## src/rtl/bram_rmw_sequencer.sv

```systemverilog
// bram_rmw_sequencer: read / add / write / read-back-verify engine that walks
// an inclusive, possibly wrapping address range on one BRAM port and reports
// pass/fail, a mismatch count and the first mismatching address.
module bram_rmw_sequencer #(
    parameter int P_DATA_WIDTH    = 16,
    parameter int P_ADDRESS_WIDTH = 10
) (
    input  logic                       I_CLK,
    input  logic                       I_RESET,
    input  logic                       I_START,
    input  logic [P_ADDRESS_WIDTH-1:0] I_BASE_ADDRESS,
    input  logic [P_ADDRESS_WIDTH-1:0] I_LAST_ADDRESS,
    input  logic [P_DATA_WIDTH-1:0]    I_ADDEND,
    input  logic [P_DATA_WIDTH-1:0]    I_BRAM_DATA,
    output logic [P_ADDRESS_WIDTH-1:0] O_BRAM_ADDRESS,
    output logic [P_DATA_WIDTH-1:0]    O_BRAM_DATA,
    output logic                       O_BRAM_WRITE_ENABLE,
    output logic                       O_BUSY,
    output logic                       O_DONE,
    output logic                       O_PASS,
    output logic [P_ADDRESS_WIDTH:0]   O_ERROR_COUNT,
    output logic [P_ADDRESS_WIDTH-1:0] O_FIRST_ERROR_ADDRESS
);

    localparam int AW = P_ADDRESS_WIDTH;
    localparam int DW = P_DATA_WIDTH;

    typedef enum logic [2:0] {
        S_IDLE,
        S_READ,
        S_CAPTURE,
        S_WRITE,
        S_VREAD,
        S_VCHECK,
        S_DONE
    } state_t;

    state_t         state_q, state_d;
    logic [AW-1:0]  addr_q, addr_d;
    logic [AW-1:0]  last_q, last_d;
    logic [DW-1:0]  addend_q, addend_d;
    logic [DW-1:0]  expected_q, expected_d;
    logic [AW:0]    err_cnt_q, err_cnt_d;
    logic [AW-1:0]  first_err_q, first_err_d;
    logic           pass_q, pass_d;

    // State and datapath registers; reset returns everything to zero / S_IDLE
    always_ff @(posedge I_CLK) begin
        if (I_RESET) begin
            state_q     <= S_IDLE;
            addr_q      <= '0;
            last_q      <= '0;
            addend_q    <= '0;
            expected_q  <= '0;
            err_cnt_q   <= '0;
            first_err_q <= '0;
            pass_q      <= 1'b0;
        end else begin
            state_q     <= state_d;
            addr_q      <= addr_d;
            last_q      <= last_d;
            addend_q    <= addend_d;
            expected_q  <= expected_d;
            err_cnt_q   <= err_cnt_d;
            first_err_q <= first_err_d;
            pass_q      <= pass_d;
        end
    end

    // Next-state and register updates; five states per word, then one done cycle
    always_comb begin
        state_d     = state_q;
        addr_d      = addr_q;
        last_d      = last_q;
        addend_d    = addend_q;
        expected_d  = expected_q;
        err_cnt_d   = err_cnt_q;
        first_err_d = first_err_q;
        pass_d      = pass_q;

        unique case (state_q)
            S_IDLE: begin
                if (I_START) begin
                    addr_d      = I_BASE_ADDRESS;
                    last_d      = I_LAST_ADDRESS;
                    addend_d    = I_ADDEND;
                    err_cnt_d   = '0;
                    first_err_d = '0;
                    pass_d      = 1'b0;
                    state_d     = S_READ;
                end
            end
            S_READ: begin
                state_d = S_CAPTURE;
            end
            S_CAPTURE: begin
                // Sum truncates to the word width; the carry is dropped on purpose
                expected_d = I_BRAM_DATA + addend_q;
                state_d    = S_WRITE;
            end
            S_WRITE: begin
                state_d = S_VREAD;
            end
            S_VREAD: begin
                state_d = S_VCHECK;
            end
            S_VCHECK: begin
                if (I_BRAM_DATA != expected_q) begin
                    // Count holds up to 2^AW, so a full-memory run cannot wrap it
                    err_cnt_d = err_cnt_q + (AW+1)'(1);
                    if (err_cnt_q == '0) begin
                        first_err_d = addr_q;
                    end
                end
                if (addr_q == last_q) begin
                    state_d = S_DONE;
                end else begin
                    // Natural AW-bit overflow gives the wrap through the top address
                    addr_d  = addr_q + AW'(1);
                    state_d = S_READ;
                end
            end
            S_DONE: begin
                pass_d  = (err_cnt_q == '0);
                state_d = S_IDLE;
            end
            default: begin
                state_d = S_IDLE;
            end
        endcase
    end

    // BRAM port decode: address always tracks the address register, data only in S_WRITE
    always_comb begin
        O_BRAM_ADDRESS      = addr_q;
        O_BRAM_DATA         = '0;
        O_BRAM_WRITE_ENABLE = 1'b0;
        if (state_q == S_WRITE) begin
            O_BRAM_DATA         = expected_q;
            // Gate with reset so an abort during S_WRITE never commits the word
            O_BRAM_WRITE_ENABLE = ~I_RESET;
        end
    end

    // Status outputs
    always_comb begin
        O_BUSY                = (state_q == S_READ)  || (state_q == S_CAPTURE) ||
                                (state_q == S_WRITE) || (state_q == S_VREAD)   ||
                                (state_q == S_VCHECK);
        O_DONE                = (state_q == S_DONE);
        O_PASS                = pass_q;
        O_ERROR_COUNT         = err_cnt_q;
        O_FIRST_ERROR_ADDRESS = first_err_q;
    end

endmodule

```

## config.mk

```make
export PLATFORM = sky130hd
export DESIGN_NAME = bram_rmw_sequencer
export DESIGN_NICKNAME = d
export VERILOG_FILES = /design/src/rtl/bram_rmw_sequencer.sv
export SDC_FILE = /design/constraint.sdc
export NUM_CORES = 1
export LEC_CHECK = 0
export CAP_MARGIN = 20
export CORE_UTILIZATION = 40
export CTS_CLUSTER_SIZE = 40
export DETAILED_ROUTE_END_ITERATION = 16
export GPL_ROUTABILITY_DRIVEN = 0
export PLACE_DENSITY = 0.67
export SYNTH_ARGS = -nofsm -noshare
export SYNTH_HDL_FRONTEND = slang
export SYNTH_SLANG_ARGS = --single-unit
```

## constraint.sdc

```tcl
create_clock -name I_CLK -period 3 [get_ports I_CLK]
set_clock_uncertainty 0.15 [all_clocks]
set_input_delay 0.75 -clock I_CLK [delete_from_list [all_inputs] [get_ports I_CLK]]
set_output_delay 0.75 -clock I_CLK [all_outputs]
set_load 0.005 [all_outputs]
```

==> impl_metrics.tcl, run 1 <==
set metrics [dict create \
    outcome "finished clean" \
    hold_ws_ps 319 \
    yosysSeqAreaShare_pct 35.6 \
    drtAntennaViolNets 0 \
    clock-sinks 77 \
    start_util_pct 41.6 \
    chipWidth_um 106 \
    pre_cts_slack_ps -338 \
    tns_ps 0 \
    fin_nets 758 \
    syn_nets 626 \
    ir_worst_vdd_mv 0.218 \
    yosysWarnings 0 \
    clk_pin_slew_ps 70 \
    power_density_nw_per_um2 502 \
    gr-total-overflow 0 \
    grt_pass1_wl_um 20400 \
    routed_wl_um 12500 \
    grt_start_max_net_pins 68 \
    grt_pass1_vias 4226 \
    synth-async-reset-ratio_pct 0 \
    area_delta_synth_final_pct 38.3 \
    numCtsBuffers 9 \
    timing.final.hold_violations 0 \
    synth.top_cells.by_area "dfxtp_1 36%, nand2_1 8.2%, a21oi_1 7.9%" \
    rsz0062_at_grt "false" \
    syn_area_um2 4330 \
    cts_hold_buf 0 \
    clock-root-buffer "clkbuf_8" \
    period_needed_ps 2870 \
    cts_tree "done" \
    post_cts_buffers 0 \
    synth_largest_area_cell "dfxtp_1" \
    port_buffers 105 \
    min_path_type "flip-flop to flip-flop" \
    synth_common_cells "95 x nand2_1, 77 x dfxtp_1, 68 x a21oi_1" \
    wl_per_cell_um 15.1 \
    netlist.area_leader.share_pct 35.6 \
    setup_violations 0 \
    core_um2 10400 \
    fp-row-count 37 \
    place_area_um2 5770 \
    endpoint_kind "flip-flop" \
    min_period_over_period_pct 95.6 \
    crit_required_ps 3150 \
    clk_latency_ps 370 \
    tightestPinTransition_ps 716 \
    dpl.hpwl_um 9050 \
    fin_total_pwr_w 0.00301 \
    antenna_found_initial 0 \
    ys_types 54 \
    drt_iter0_markers 203 \
    drc 0 \
    via_count 4411 \
    relSlewSlack_pct 52.3 \
    cellLeakagePower_nw 2.31 \
    die_area_um2 11300 \
    grt.total_usage_pct 22.9 \
    ys_ff_latch 77 \
    synth_edf_count 0 \
    worst_setup_path_start_kind "input port" \
    synth_cells 552 \
    die_h_um 106 \
    cts_buffer_depth 2 \
    insertedDiodeCount 0 \
    synth-main-ff-cell "dfxtp_1" \
    drive_gt1_share_pct 10.6 \
    syn_avg_cell_area_um2 7.85 \
    path_class "input port to flip-flop" \
    final_area_um2 5990 \
    yosysMostFrequentCell "nand2_1" \
    critical_path.max_fanout 3 \
    htree_levels 3 \
    viasPerCell 5.35 \
    drt_first_pass_iters 5 \
    maxSlewViolCount 0 \
    maxCapViolCount 0 \
    arrival_ps 3020 \
    fmax_mhz 349 \
    pin_count 106 \
    layout_setup_ws_ps 133 \
]
==> kinds of logic (layout without fill, tap and decap cells) <==
family	count (synthesis)	in the layout	synth area share (%)
AOI/OAI and AO/OA	124	124	17.2
DFF	77	77	35.6
buffers and inverters	39	175	3.75
and+or+nand+nor	247	247	28.4
xor gates and xnor gates	41	41	8.29
adders and majority gates	19	19	5.66
muxes	5	5	1.16
==> per-layer routing <==
| layer | global-route usage [%] | wire length, um | up-vias |
|---|---|---|---|
| met5 | 0 | 0 | - |
| met4 | 9.03 | 329 | 0 |
| met3 | 4.72 | 670 | 25 |
| met2 | 38.8 | 5920 | 138 |
| met1 | 28.4 | 5550 | 2030 |
| li1 | - | - | 2218 |
==> final timing paths <==
check	from	end	slack [ps]	cells past startpoint
max reg2reg	addend_q[0]	expected_q[13]	680	8
max	I_BRAM_DATA[0]	expected_q[13]	130	9
min reg2reg	addend_q[14]	addend_q[14]	320	2
min	addend_q[14]	addend_q[14]	320	2
==> cells in the final DEF (no fill, tap or decap), types with 4 or more instances in the layout <==
| master | count |
|---|---|
| clkdlybuf4s50_1 | 104 |
| nand2_1 | 95 |
| dfxtp_1 | 77 |
| a21oi_1 | 68 |
| buf_4 | 48 |
| nor2_1 | 35 |
| nand3_1 | 24 |
| xor2_1 | 22 |
| xnor2_1 | 19 |
| and2_1 | 18 |
| ha_1 | 18 |
| nor3_1 | 14 |
| o21ai_0 | 12 |
| nand4_1 | 10 |
| nor4_1 | 9 |
| clkbuf_8 | 9 |
| a21o_1 | 7 |
| inv_1 | 6 |
| a211oi_1 | 6 |
| and3_1 | 5 |
| o31ai_1 | 5 |
| mux2i_1 | 5 |
| o21a_1 | 5 |
| or3_1 | 5 |
| a31oi_1 | 4 |
| nand3b_1 | 4 |
| o32ai_1 | 4 |
| nor4b_1 | 4 |
==> report_power, final <==
| group | switching (W) | internal [W] |
|---|---|---|
| Sequential | 0.000112 | 0.00112 |
| Combinational | 0.000482 | 0.000434 |
| Clock | 0.000389 | 0.000465 |
| Total | 0.000983 | 0.00202 |
==> through the flow <==
stage               util [%]  std cells
detailed placement      55.4        809
global placement        55.4        809
floorplan                  -        552
finish                  57.5        824
global route            57.5        824
CTS                     57.4        824
==> area by class of cell <==
type                    count  area (um2)
inverters                   7        26.3
fillers                  1010        4420
repair buffers            153        1410
multi-input cells         436        2640
clock buffers              11         131
flip-flops and latches     77        1540
well taps                 136         170
clock inverters             4        73.8
==> worst max-delay path, cell delays in order <==
cell and delay (ps):
clkdlybuf4s50_1 450, ha_1 250, buf_4 140, a211oi_1 400, o21bai_1 140, a21oi_1 230
nor3_1 100, or4_1 470, nand3_1 90
==> state kept, by name (all words and copies together) (netlist names) <==
register / count
O_ERROR_COUNT: 11
O_PASS: 1
expected_q: 16
state_q: 3
O_FIRST_ERROR_ADDRESS: 10
O_BRAM_ADDRESS: 10
last_q: 10
addend_q: 16
==> repair_timing <==
action,in CTS,in global routing
setup endpoints to repair,0,9
hold endpoints to repair,0,0
resized for setup,0,3
Note: power is estimated with default switching activity, not from simulation.
==> run 2: changes to the inputs <==
- TNS_END_PERCENT: unset -> 20
==> results of run 2 <==
Same layout as run 1: the final DEF is identical, and so are final timing and power.
==> patch 1, RTL diff (flow settings as in run 2) <==
Make the reset (`I_RESET`) asynchronous in one clocked block.
--- a/src/rtl/bram_rmw_sequencer.sv
+++ b/src/rtl/bram_rmw_sequencer.sv
@@ -45,7 +45,7 @@
     logic           pass_q, pass_d;
 
     // State and datapath registers; reset returns everything to zero / S_IDLE
-    always_ff @(posedge I_CLK) begin
+    always_ff @(posedge I_CLK or posedge I_RESET) begin
         if (I_RESET) begin
             state_q     <= S_IDLE;
             addr_q      <= '0;
Formal check against the unedited RTL: differs if I_RESET is asserted again (counterexample within 4 cycles, from zero or initial values and one cycle with I_RESET high); with I_RESET held inactive, the same outputs for 10 cycles.
==> patch 1 against run 2 <==
Area after synthesis up 2.1%; wire length down 8.3%; design area down 0.10%; worst setup slack worse by 0.085 ns; cell count down 8.0%; synthesized cell count down 11%; sequential cell count unchanged; sequential share of layout area up 6.5 points; critical path type unchanged.
Power is not compared: it rests on default switching activity, and its combinational part moved more than twofold at a synthesized area within 25%.
==> patch 1: results <==
export IMPL_outcome="finished, final reports clean"
export IMPL_postRouteWirelength_um=11400
export IMPL_placedCellCount=742
export IMPL_placed_cell_area_sq_mm=0.00576
export IMPL_min_from="addend_q[13]"
export IMPL_grt_util_met1_pct=25.6
export IMPL_drive_gt1_share_pct=9.06
export IMPL_clkSlewWorstSetupHoldPaths_ns=0.08
export IMPL_syn_num_nets=564
export IMPL_met2_wirelength_um=5720
export IMPL_ff2ff_setup_slack_ns=0.54
export IMPL_async_reset_ff_share_pct=100
export IMPL_synthXorXnorAreaFrac_pct=7.92
export IMPL_num_fill_cells=997
export IMPL_clockNetworkAreaShare_pct=3.74
export IMPL_routedLengthMet1_um=5130
export IMPL_routed_wl_met3_um=461
export IMPL_synth_mux_area_share_pct=3.25
export IMPL_clock_insertion_delay_worst_skew_ns=0.36
export IMPL_areaGrowthSynthToFinish_pct=35.4
export IMPL_num_multi_input_gates=376
export IMPL_worstReg2RegStart="addend_q[0]"
export IMPL_adder_and_majority_gate_portion_of_the_synthesized_area_pct=5.55
export IMPL_grt_util_met2_pct=37.1
export IMPL_synth_top_cells_by_count="sky130_fd_sc_hd__nand2_1, sky130_fd_sc_hd__dfrtp_1, sky130_fd_sc_hd__xor2_1, sky130_fd_sc_hd__a21oi_1, sky130_fd_sc_hd__nor2_1"
export IMPL_cp_arrival_ns=3.01
export IMPL_post_synth_num_cell_types=53
export IMPL_setup_worst_path_end="expected_q[14]"
export IMPL_worst_pin_slew_ns=0.768
export IMPL_multiInputGateArea_sq_mm=0.00234
export IMPL_antenna_cells=0
export IMPL_place_worst_setup_slack_ns=-0.260
export IMPL_min_delay_worst_endpoint="addend_q[13]"
export IMPL_grtUsageMet3_pct=4.38
export IMPL_synth_compound_gate_area_share_pct=14.5
export IMPL_synthTopCellsByArea="sky130_fd_sc_hd__dfrtp_1, sky130_fd_sc_hd__nand2_1, sky130_fd_sc_hd__xor2_1"
export IMPL_layout_clock_buffers=10
export IMPL_inverters_excl_clock=18
export IMPL_seqAreaFraction_pct=32.2
export IMPL_wire_length_of_the_first_global_routing_pass_um=18700
export IMPL_grt_max_degree=46
export IMPL_placementRows=38
export IMPL_synthesis_instances=490
export IMPL_timing_final_crit_share_pct=98.4
export IMPL_num_nonclk_buffers=131
export IMPL_area_share_nonclk_buffers_pct=20.8
export IMPL_final_instance_count_excl_fill=758
export IMPL_layout_nets=687
export IMPL_count_of_routing_violations_after_the_opening_detailed_route_iteration=182
export IMPL_hpwlAfterDp_um=8660
export IMPL_vias_per_std_cell=5.15
export IMPL_grt_usage_pct=20.9
export IMPL_fin_worst_hold_slack_ns=0.335
export IMPL_cts_buffer_depth=2
export IMPL_synth_sequential_area_ratio_pct=43.6
-- patch 1: cell count changes after synthesis, sizes merged, moves of 11 or more --
| cell | change |
|---|---|
| dfrtp | +77 |
| o21ai | +12 |
| nand3 | -14 |
| dfxtp | -77 |
| inv | +11 |
| clkbuf | -12 |
| nand2 | +23 |
| a21oi | -47 |
| nor2 | -14 |
-- patch 1: report_power, final --
group | internal [mW] | switching [mW] | leakage (nW)
sequential | 1.47 | 0.423 | 0.962
clock | 0.489 | 0.394 | 0.112
combinational | 1.34 | 1.32 | 1.67
-- patch 1: critical path, cell delays in order --
cell,delay (ns)
sky130_fd_sc_hd__clkdlybuf4s50_1,0.44
sky130_fd_sc_hd__ha_1,0.25
sky130_fd_sc_hd__fa_1,0.41
sky130_fd_sc_hd__a21o_1,0.22
sky130_fd_sc_hd__a221oi_2,0.29
sky130_fd_sc_hd__o211ai_2,0.16
sky130_fd_sc_hd__a31oi_1,0.25
sky130_fd_sc_hd__xor2_1,0.17
sky130_fd_sc_hd__o21ai_1,0.07
==> patch 2, RTL diff (settings of run 2) <==
Made on the original files. Change the parameter `P_ADDRESS_WIDTH` from 10 to 8.
--- a/src/rtl/bram_rmw_sequencer.sv
+++ b/src/rtl/bram_rmw_sequencer.sv
@@ -3,7 +3,7 @@
 // pass/fail, a mismatch count and the first mismatching address.
 module bram_rmw_sequencer #(
     parameter int P_DATA_WIDTH    = 16,
-    parameter int P_ADDRESS_WIDTH = 10
+    parameter int P_ADDRESS_WIDTH = 8
 ) (
     input  logic                       I_CLK,
     input  logic                       I_RESET,
Interface: changed (5 resized); port bits go from 106 to 96. No check against the original RTL was run, so the function may have changed too.
==> patch 2 against run 2 <==
Synthesized cell count down 3.6%; clock power down 6.6%; design area down 3.3%; area after synthesis down 0.32%; die area down 0.32%; sequential cell count down 8; total power down 1.8%; hold slack worse by 0.0067 ns; worst setup slack worse by 0.054 ns; cell count down 4.2%; largest cell class unchanged; wire length down 2.2%.
==> patch 2: results <==
export IMPL_outcome="finished, final reports clean"
export IMPL_wire_length_of_the_first_global_routing_pass_um=20000
export IMPL_ff2ff_setup_slack_ns=0.63
export IMPL_placed_cell_area_sq_mm=0.00558
export IMPL_synth_sequential_area_ratio_pct=32.0
export IMPL_syn_num_nets=602
export IMPL_clock_insertion_delay_worst_skew_ns=0.35
export IMPL_grt_max_degree=40
export IMPL_hpwlAfterDp_um=9140
export IMPL_area_sequential_sq_mm=0.00138
export IMPL_place_port_buffers=95
export IMPL_worst_path_max_delay_cell="sky130_fd_sc_hd__clkdlybuf4s50_1"
export IMPL_synth_compound_gate_area_share_pct=22.7
export IMPL_count_of_routing_violations_after_the_opening_detailed_route_iteration=234
export IMPL_total_leakage_power_nw=2.29
export IMPL_synthTopCellsByArea="sky130_fd_sc_hd__dfxtp_1, sky130_fd_sc_hd__nand2_1, sky130_fd_sc_hd__a21oi_1"
export IMPL_detailroute_via_count=4350
export IMPL_post_synth_num_cell_types=64
export IMPL_place_worst_setup_slack_ns=-0.305
export IMPL_met2_wirelength_um=5750
export IMPL_num_fill_cells=1012
export IMPL_adder_and_majority_gate_portion_of_the_synthesized_area_pct=5.68
export IMPL_fin_worst_hold_slack_ns=0.312
export IMPL_net_switching_power_mw=1.06
export IMPL_synth_mux_area_share_pct=0.695
export IMPL_ir_drop_mv=0.279
export IMPL_num_multi_input_gates=419
[patch 2: cell count changes after synthesis, sizes merged, moves of 6 or more]
cell / run 2 / this run
a21oi: 68 / 50
nor2b: 3 / 10
xnor2: 19 / 4
inv: 7 / 13
nor2: 36 / 19
dfxtp: 77 / 69
o21ai: 12 / 19
clkbuf: 24 / 16
buf: 8 / 15
[patch 2: worst paths after layout]
kind                  startpoint              to  depth (start not counted)
setup / recovery  I_BRAM_DATA[0]  expected_q[14]                          8
hold / removal      addend_q[13]    addend_q[13]                          2
setup reg to reg     addend_q[0]  expected_q[14]                          7
hold reg to reg     addend_q[13]    addend_q[13]                          2
[patch 2: stage by stage]
| step | setup TNS (ns) | total power, mW | utilization (%) |
|---|---|---|---|
| after CTS | 0 | 2.96 | 55.5 |
| after global placement | -1.14 | 2.14 | 53.5 |
| after detailed placement | -1.41 | 2.16 | 53.5 |
| after floorplan | 0 | 1.79 | - |
| after global routing | 0 | 3.13 | 55.6 |
| final | 0 | 2.95 | 55.6 |
